`src/rtl/sha3_pkg.sv`:
```
// Definitions shared by the SHA3 stream stages: mode encoding, rate lookup and
// the pad10*1 domain-separation byte constants.
package sha3_pkg;

  typedef enum logic [1:0] {
    SHA3_224 = 2'd0,
    SHA3_256 = 2'd1,
    SHA3_384 = 2'd2,
    SHA3_512 = 2'd3
  } sha3_mode_e;

  localparam logic [7:0] PAD_FIRST = 8'h06;
  localparam logic [7:0] PAD_LAST  = 8'h80;

  // Rate in 16-bit words: (1600 - 2*digest_bits) / 16.
  function automatic logic [6:0] rate_words(input sha3_mode_e m);
    case (m)
      SHA3_224: return 7'd72;
      SHA3_256: return 7'd68;
      SHA3_384: return 7'd52;
      default:  return 7'd36;
    endcase
  endfunction

endpackage

```
`src/rtl/sha3_pad_packer_if.sv`:
```
// Stream bundle around the pad/packer: message input, block output and mode.
interface sha3_pad_packer_if #(parameter int WIDTH = 16);
  logic [1:0]         mode;
  logic [WIDTH-1:0]   s_tdata;
  logic [WIDTH/8-1:0] s_tkeep;
  logic               s_tlast;
  logic               s_tvalid;
  logic               s_tready;
  logic [WIDTH-1:0]   m_tdata;
  logic               m_tvalid;
  logic               m_tready;
  logic               m_tlast;
  logic               m_tuser;

  modport master (
    output mode, s_tdata, s_tkeep, s_tlast, s_tvalid, m_tready,
    input  s_tready, m_tdata, m_tvalid, m_tlast, m_tuser
  );

  modport slave (
    input  mode, s_tdata, s_tkeep, s_tlast, s_tvalid, m_tready,
    output s_tready, m_tdata, m_tvalid, m_tlast, m_tuser
  );
endinterface

```
`src/rtl/sha3_pad_packer.sv`:
```
// Applies SHA3 pad10*1 to a byte stream and emits rate-sized blocks of 16-bit
// words, flagging each block end (m_tlast) and the final block end (m_tuser).
module sha3_pad_packer
  import sha3_pkg::*;
#(
  parameter int WIDTH = 16,
  parameter int CNT_W = 7
) (
  input  logic           ACLK,
  input  logic           ARESET,
  sha3_pad_packer_if.slave bus
);

  typedef enum logic {S_DATA, S_PAD} state_e;

  state_e             state;
  logic [CNT_W-1:0]   wcnt;
  sha3_mode_e         mode_q;
  logic               in_msg;
  logic               pend06;
  logic [WIDTH-1:0]   tdata_q;
  logic               tvalid_q, tlast_q, tuser_q;

  sha3_mode_e         eff_mode;
  logic [CNT_W-1:0]   rw_last;
  logic               at_last, load, acc, emit;

  logic [WIDTH-1:0]   nxt_data;
  logic               nxt_tuser, msg_end, to_pad, pend_set;

  // The first word of a message is judged against the incoming mode, since the
  // latch only captures it on that same edge.
  assign eff_mode = in_msg ? mode_q : sha3_mode_e'(bus.mode);
  assign rw_last  = CNT_W'(rate_words(eff_mode)) - CNT_W'(1);
  assign at_last  = (wcnt == rw_last);
  assign load     = !tvalid_q || bus.m_tready;
  assign bus.s_tready = !ARESET && (state == S_DATA) && load;
  assign acc      = bus.s_tvalid && bus.s_tready;
  assign emit     = acc || (state == S_PAD);

  always_comb begin
    nxt_data  = '0;
    nxt_tuser = 1'b0;
    msg_end   = 1'b0;
    to_pad    = 1'b0;
    pend_set  = 1'b0;
    if (state == S_PAD) begin
      nxt_data  = {(at_last ? PAD_LAST : 8'h00), (pend06 ? PAD_FIRST : 8'h00)};
      nxt_tuser = at_last;
      msg_end   = at_last;
    end else if (bus.s_tlast) begin
      case (bus.s_tkeep)
        2'b01: begin
          nxt_data  = {(at_last ? (PAD_LAST | PAD_FIRST) : PAD_FIRST), bus.s_tdata[7:0]};
          nxt_tuser = at_last;
          msg_end   = at_last;
          to_pad    = !at_last;
        end
        2'b00: begin
          nxt_data  = {(at_last ? PAD_LAST : 8'h00), PAD_FIRST};
          nxt_tuser = at_last;
          msg_end   = at_last;
          to_pad    = !at_last;
        end
        default: begin
          // Full last word: the 0x06 byte has to open the padding run instead.
          nxt_data  = bus.s_tdata;
          to_pad    = 1'b1;
          pend_set  = 1'b1;
        end
      endcase
    end else begin
      nxt_data = bus.s_tdata;
    end
  end

  always_ff @(posedge ACLK) begin
    if (ARESET) begin
      state    <= S_DATA;
      wcnt     <= '0;
      mode_q   <= sha3_mode_e'(bus.mode);
      in_msg   <= 1'b0;
      pend06   <= 1'b0;
      tdata_q  <= '0;
      tvalid_q <= 1'b0;
      tlast_q  <= 1'b0;
      tuser_q  <= 1'b0;
    end else if (load) begin
      tvalid_q <= emit;
      if (emit) begin
        tdata_q <= nxt_data;
        tlast_q <= at_last;
        tuser_q <= nxt_tuser;
        wcnt    <= at_last ? '0 : wcnt + CNT_W'(1);
        if (acc && !in_msg) mode_q <= sha3_mode_e'(bus.mode);
        in_msg  <= !msg_end;
        if (state == S_PAD) begin
          pend06 <= 1'b0;
          if (at_last) state <= S_DATA;
        end else if (to_pad) begin
          state  <= S_PAD;
          pend06 <= pend_set;
        end
      end
    end
  end

  assign bus.m_tdata  = tdata_q;
  assign bus.m_tvalid = tvalid_q;
  assign bus.m_tlast  = tlast_q;
  assign bus.m_tuser  = tuser_q;

endmodule

```
`src/flat_wrapper.sv`:
```
// flat-port wrapper written by rule: the top's interface ports become plain ports
module sha3_pad_packer_flat import sha3_pkg::*;
#(
  parameter int WIDTH = 16,
  parameter int CNT_W = 7
)
  (ACLK, ARESET, bus_mode, bus_s_tdata, bus_s_tkeep, bus_s_tlast, bus_s_tvalid, bus_m_tready, bus_s_tready, bus_m_tdata, bus_m_tvalid, bus_m_tlast, bus_m_tuser);
  sha3_pad_packer_if #(.WIDTH(WIDTH)) bus_i ();
  input  logic ACLK;
  input  logic ARESET;
  input wire logic [$bits(bus_i.mode)-1:0] bus_mode;
  input wire logic [$bits(bus_i.s_tdata)-1:0] bus_s_tdata;
  input wire logic [$bits(bus_i.s_tkeep)-1:0] bus_s_tkeep;
  input wire logic [$bits(bus_i.s_tlast)-1:0] bus_s_tlast;
  input wire logic [$bits(bus_i.s_tvalid)-1:0] bus_s_tvalid;
  input wire logic [$bits(bus_i.m_tready)-1:0] bus_m_tready;
  output wire logic [$bits(bus_i.s_tready)-1:0] bus_s_tready;
  output wire logic [$bits(bus_i.m_tdata)-1:0] bus_m_tdata;
  output wire logic [$bits(bus_i.m_tvalid)-1:0] bus_m_tvalid;
  output wire logic [$bits(bus_i.m_tlast)-1:0] bus_m_tlast;
  output wire logic [$bits(bus_i.m_tuser)-1:0] bus_m_tuser;
  assign bus_i.mode = bus_mode;
  assign bus_i.s_tdata = bus_s_tdata;
  assign bus_i.s_tkeep = bus_s_tkeep;
  assign bus_i.s_tlast = bus_s_tlast;
  assign bus_i.s_tvalid = bus_s_tvalid;
  assign bus_i.m_tready = bus_m_tready;
  assign bus_s_tready = bus_i.s_tready;
  assign bus_m_tdata = bus_i.m_tdata;
  assign bus_m_tvalid = bus_i.m_tvalid;
  assign bus_m_tlast = bus_i.m_tlast;
  assign bus_m_tuser = bus_i.m_tuser;
  sha3_pad_packer #(.WIDTH(WIDTH), .CNT_W(CNT_W)) u_core (.ACLK(ACLK), .ARESET(ARESET), .bus(bus_i));
endmodule
```
`config.mk`:
```
export PLATFORM = sky130hd
export DESIGN_NAME = sha3_pad_packer_flat
export DESIGN_NICKNAME = d
export VERILOG_FILES = /design/src/rtl/sha3_pkg.sv /design/src/rtl/sha3_pad_packer_if.sv /design/src/rtl/sha3_pad_packer.sv /design/src/flat_wrapper.sv
export SDC_FILE = /design/constraint.sdc
export NUM_CORES = 1
export LEC_CHECK = 0
export ABC_AREA = 1
export CELL_PAD_IN_SITES_DETAIL_PLACEMENT = 0
export CELL_PAD_IN_SITES_GLOBAL_PLACEMENT = 1
export CORE_ASPECT_RATIO = 0.8
export CORE_MARGIN = 4
export CORE_UTILIZATION = 33
export CTS_CLUSTER_DIAMETER = 120
export DETAILED_ROUTE_END_ITERATION = 10
export GPL_ROUTABILITY_DRIVEN = 0
export PLACE_DENSITY = 0.76
export SLEW_MARGIN = 20
export SYNTH_ARGS = -nofsm -noshare
export SYNTH_HDL_FRONTEND = slang
export SYNTH_SLANG_ARGS = --single-unit
```
`constraint.sdc`:
```
create_clock -name ACLK -period 1.8 [get_ports ACLK]
set_input_delay 0.36 -clock ACLK [delete_from_list [all_inputs] [get_ports ACLK]]
set_output_delay 0.36 -clock ACLK [all_outputs]
set_load 0.05 [all_outputs]
```
==> flow_metrics.py <==
metrics = {
    "outcome": {
        "status": "finished clean",
    },
    "pwr": {
        "p_comb_frac": 0.237,
        "clkPwrFrac": 0.340,
        "power_switching_mw": 0.537,
        "power_density_nw_per_um2": 830,
        "p_total_mw": 1.79,
        "intPower_mw": 1.26,
        "p_sw_frac": 0.299,
        "max-vdd-ir-drop_uv": 357,
        "pwr-share-seq": 0.423,
        "leakage_nw": 0.939,
    },
    "clocking": {
        "htreeDepth": 2,
        "cts_buffers": 5,
        "clock_latency_ns": 0.28,
        "path_clk_slew_ns": 0.06,
        "clockRootBuffer": "clkbuf_8",
        "holdBufCountCts": 0,
        "cts_max_path_buffers": 2,
        "cts_tree": "done",
        "cts_setup_buffers": 0,
        "cts_resized": 0,
        "clock_sinks": 31,
    },
    "worst_setup_path": {
        "worstPathRequired_ns": 1.44,
        "path_class": "in2out",
        "r2r_start": "u_core.in_msg$_SDFFE_PP0P_",
        "critPathMaxFanout": 2,
        "worstReg2RegEnd": "u_core.wcnt[1]$_SDFFE_PP0P_",
        "rrSetupSlack_ns": 0.28,
        "r2r_cells": 10,
        "end_kind": "output pin",
        "worst_ep_arrival_time_ns": 1.41,
        "start_kind": "input port",
    },
    "yosys": {
        "synth_top_area_frac": 0.384,
        "yosys_most_used_dff": "dfxtp_1",
        "synth_seq_cells": 31,
        "synth_largest_area_cell": "dfxtp_1",
        "synth_area_um2": 1510,
        "synthDistinctLibCells": 32,
        "synth.area.top_cells": "dfxtp_1 (38%), nand2_1 (12%), a21oi_1 (6.6%)",
        "postSynthCellCount": 196,
        "async_flop_share": 0,
        "ys_seq_area_frac": 0.423,
        "synth_area_per_cell_um2": 7.72,
        "ys.warnings.count": 0,
        "synth_most_common_cell": "nand2_1",
        "synth_edf_count": 2,
        "synth.top_cells.by_count": "nand2_1 (50), dfxtp_1 (29), a21oi_1 (20), inv_1 (20), nor2_1 (15)",
        "syn_nets": 222,
    },
    "timing": {
        "hold_viol_final": 0,
        "setup_viol_count_final": 0,
        "min_period_over_period": 0.981,
        "grt_setup_unrepaired": "no",
        "finalMaxSlewViolations": 0,
        "worst_pin_slew_ns": 0.256,
        "finalCriticalPeriod_ns": 1.77,
        "final.setup_skew_ns": 0.00600,
        "relSlewSlack": 0.829,
        "fmax_mhz": 566,
        "setup_slack_ns": 0.0341,
    },
    "global_route": {
        "antenna_found_initial": 0,
        "grt_pass1_wl_mm": 5.75,
        "gr-usage-all-layers": 0.130,
        "grt_pass1_vias": 1241,
        "grt_overflow": 0,
        "grt_max_degree": 20,
    },
    "place": {
        "dpl.cell_count": 306,
        "numPortBuffers": 44,
        "place_hpwl_mm": 2.83,
        "place_ws_ns": -0.0848,
    },
    "route": {
        "vias_per_cell": 4.51,
        "vias": 1416,
        "wl_mm": 3.64,
        "final_antenna_net_count": 0,
        "post-route-drc-count": 0,
        "firstDrtPassIters": 4,
        "drt_iter0_markers": 45,
        "wl_per_cell_um": 11.6,
    },
    "hold_path": {
        "min_from": "u_core.bus.m_tdata[3]$_SDFFE_PP0P_",
        "min_delay_path_depth": 2,
        "worstHoldEndpoint": "u_core.bus.m_tdata[3]$_SDFFE_PP0P_",
        "hold_class": "reg2reg",
    },
    "floorplan": {
        "die_h_um": 68.6,
        "die_w_um": 83.7,
        "die-area_um2": 5740,
        "io_pins": 45,
        "initial_utilization": 0.351,
        "fp-row-count": 21,
        "coreArea_um2": 4310,
    },
    "final_layout": {
        "diodes": 0,
        "nNetsFinal": 282,
        "areaGrowthSynthToFinish_pct": 42.9,
        "final_layout_size_suffix_gt1_frac": 0.265,
        "largest_reg_flops": 16,
        "final_cells": 314,
    },
    "run": {
        "max_cap_violations": 0,
    },
}
[cells by family after synthesis]
kind of cell	after synthesis	share of synthesized area
AND/OR/NAND/NOR	97	0.318
AO/OA/AOI/OAI	35	0.141
flip-flops	31	0.423
buffers and inverters	30	0.0968
XOR/XNOR	2	0.0116
adder cells (fa/ha/maj)	1	0.00827
[worst max path at each step]
| stage | startpoint | end | slack (ns) | cells after the start |
|---|---|---|---|---|
| after floorplan | u_core.bus.m_tvalid$_SDFFE_PP0N_ | u_core.bus.m_tdata[14]$_SDFFE_PP0P_ | 0.13 | 9 |
| after global placement | bus_mode[1] | u_core.wcnt[1]$_SDFFE_PP0P_ | -0.04 | 10 |
| after detailed placement | bus_mode[1] | u_core.wcnt[1]$_SDFFE_PP0P_ | -0.08 | 10 |
| after CTS | ARESET | bus_s_tready | 0.04 | 4 |
| after global routing | ARESET | bus_s_tready | 0.01 | 4 |
| final | ARESET | bus_s_tready | 0.03 | 4 |
[per-layer routing]
metal  routed length, µm  track usage  share of wire
met5                   0            0              0
met4                  43       0.0542          0.012
met3                 245       0.0534          0.067
met2                1510        0.180           0.41
met1                1840        0.178           0.51
[power groups by stage]
stage | clock (mW) | combinational [mW] | sequential [mW]
after global routing | 0.653 | 0.460 | 0.765
after detailed placement | 0 | 0.430 | 0.774
after global placement | 0 | 0.429 | 0.773
after CTS | 0.624 | 0.431 | 0.760
final | 0.610 | 0.425 | 0.760
after floorplan | 0 | 0.171 | 0.863
[stage by stage]
stage               cell area, µm²  utilization  TNS [ns]  hold slack [ns]
detailed placement            2060        0.479    -0.648            0.454
floorplan                     1520            -         0            0.455
finish                        2160        0.502         0            0.458
CTS                           2160        0.502         0            0.464
global placement              2060        0.479    -0.316            0.448
global route                  2160        0.502         0            0.479
[placed cells by master, fill, tap and decap left out, drive strengths merged, types with 8 or more instances in the layout]
| master | n |
|---|---|
| inv | 25 |
| a21oi | 21 |
| o21ai | 8 |
| nor2 | 18 |
| clkbuf | 8 |
| dfxtp | 29 |
| nand2 | 59 |
| nand3 | 14 |
| clkdlybuf4s50 | 24 |
| buf | 34 |
[critical path, stage by stage]
cell	delay [ns]
clkdlybuf4s50_1	0.51
buf_4	0.19
nor2_2	0.17
buf_12	0.16
[cell type report]
class / instances / area [µm²]
fill: 460 / 2150
multi-input combinational: 135 / 728
sequential: 31 / 641
timing repair buffer: 58 / 520
inverter: 25 / 101
clock buffer: 8 / 100
tap: 57 / 71.3
(Power assumes the default switching activity.)
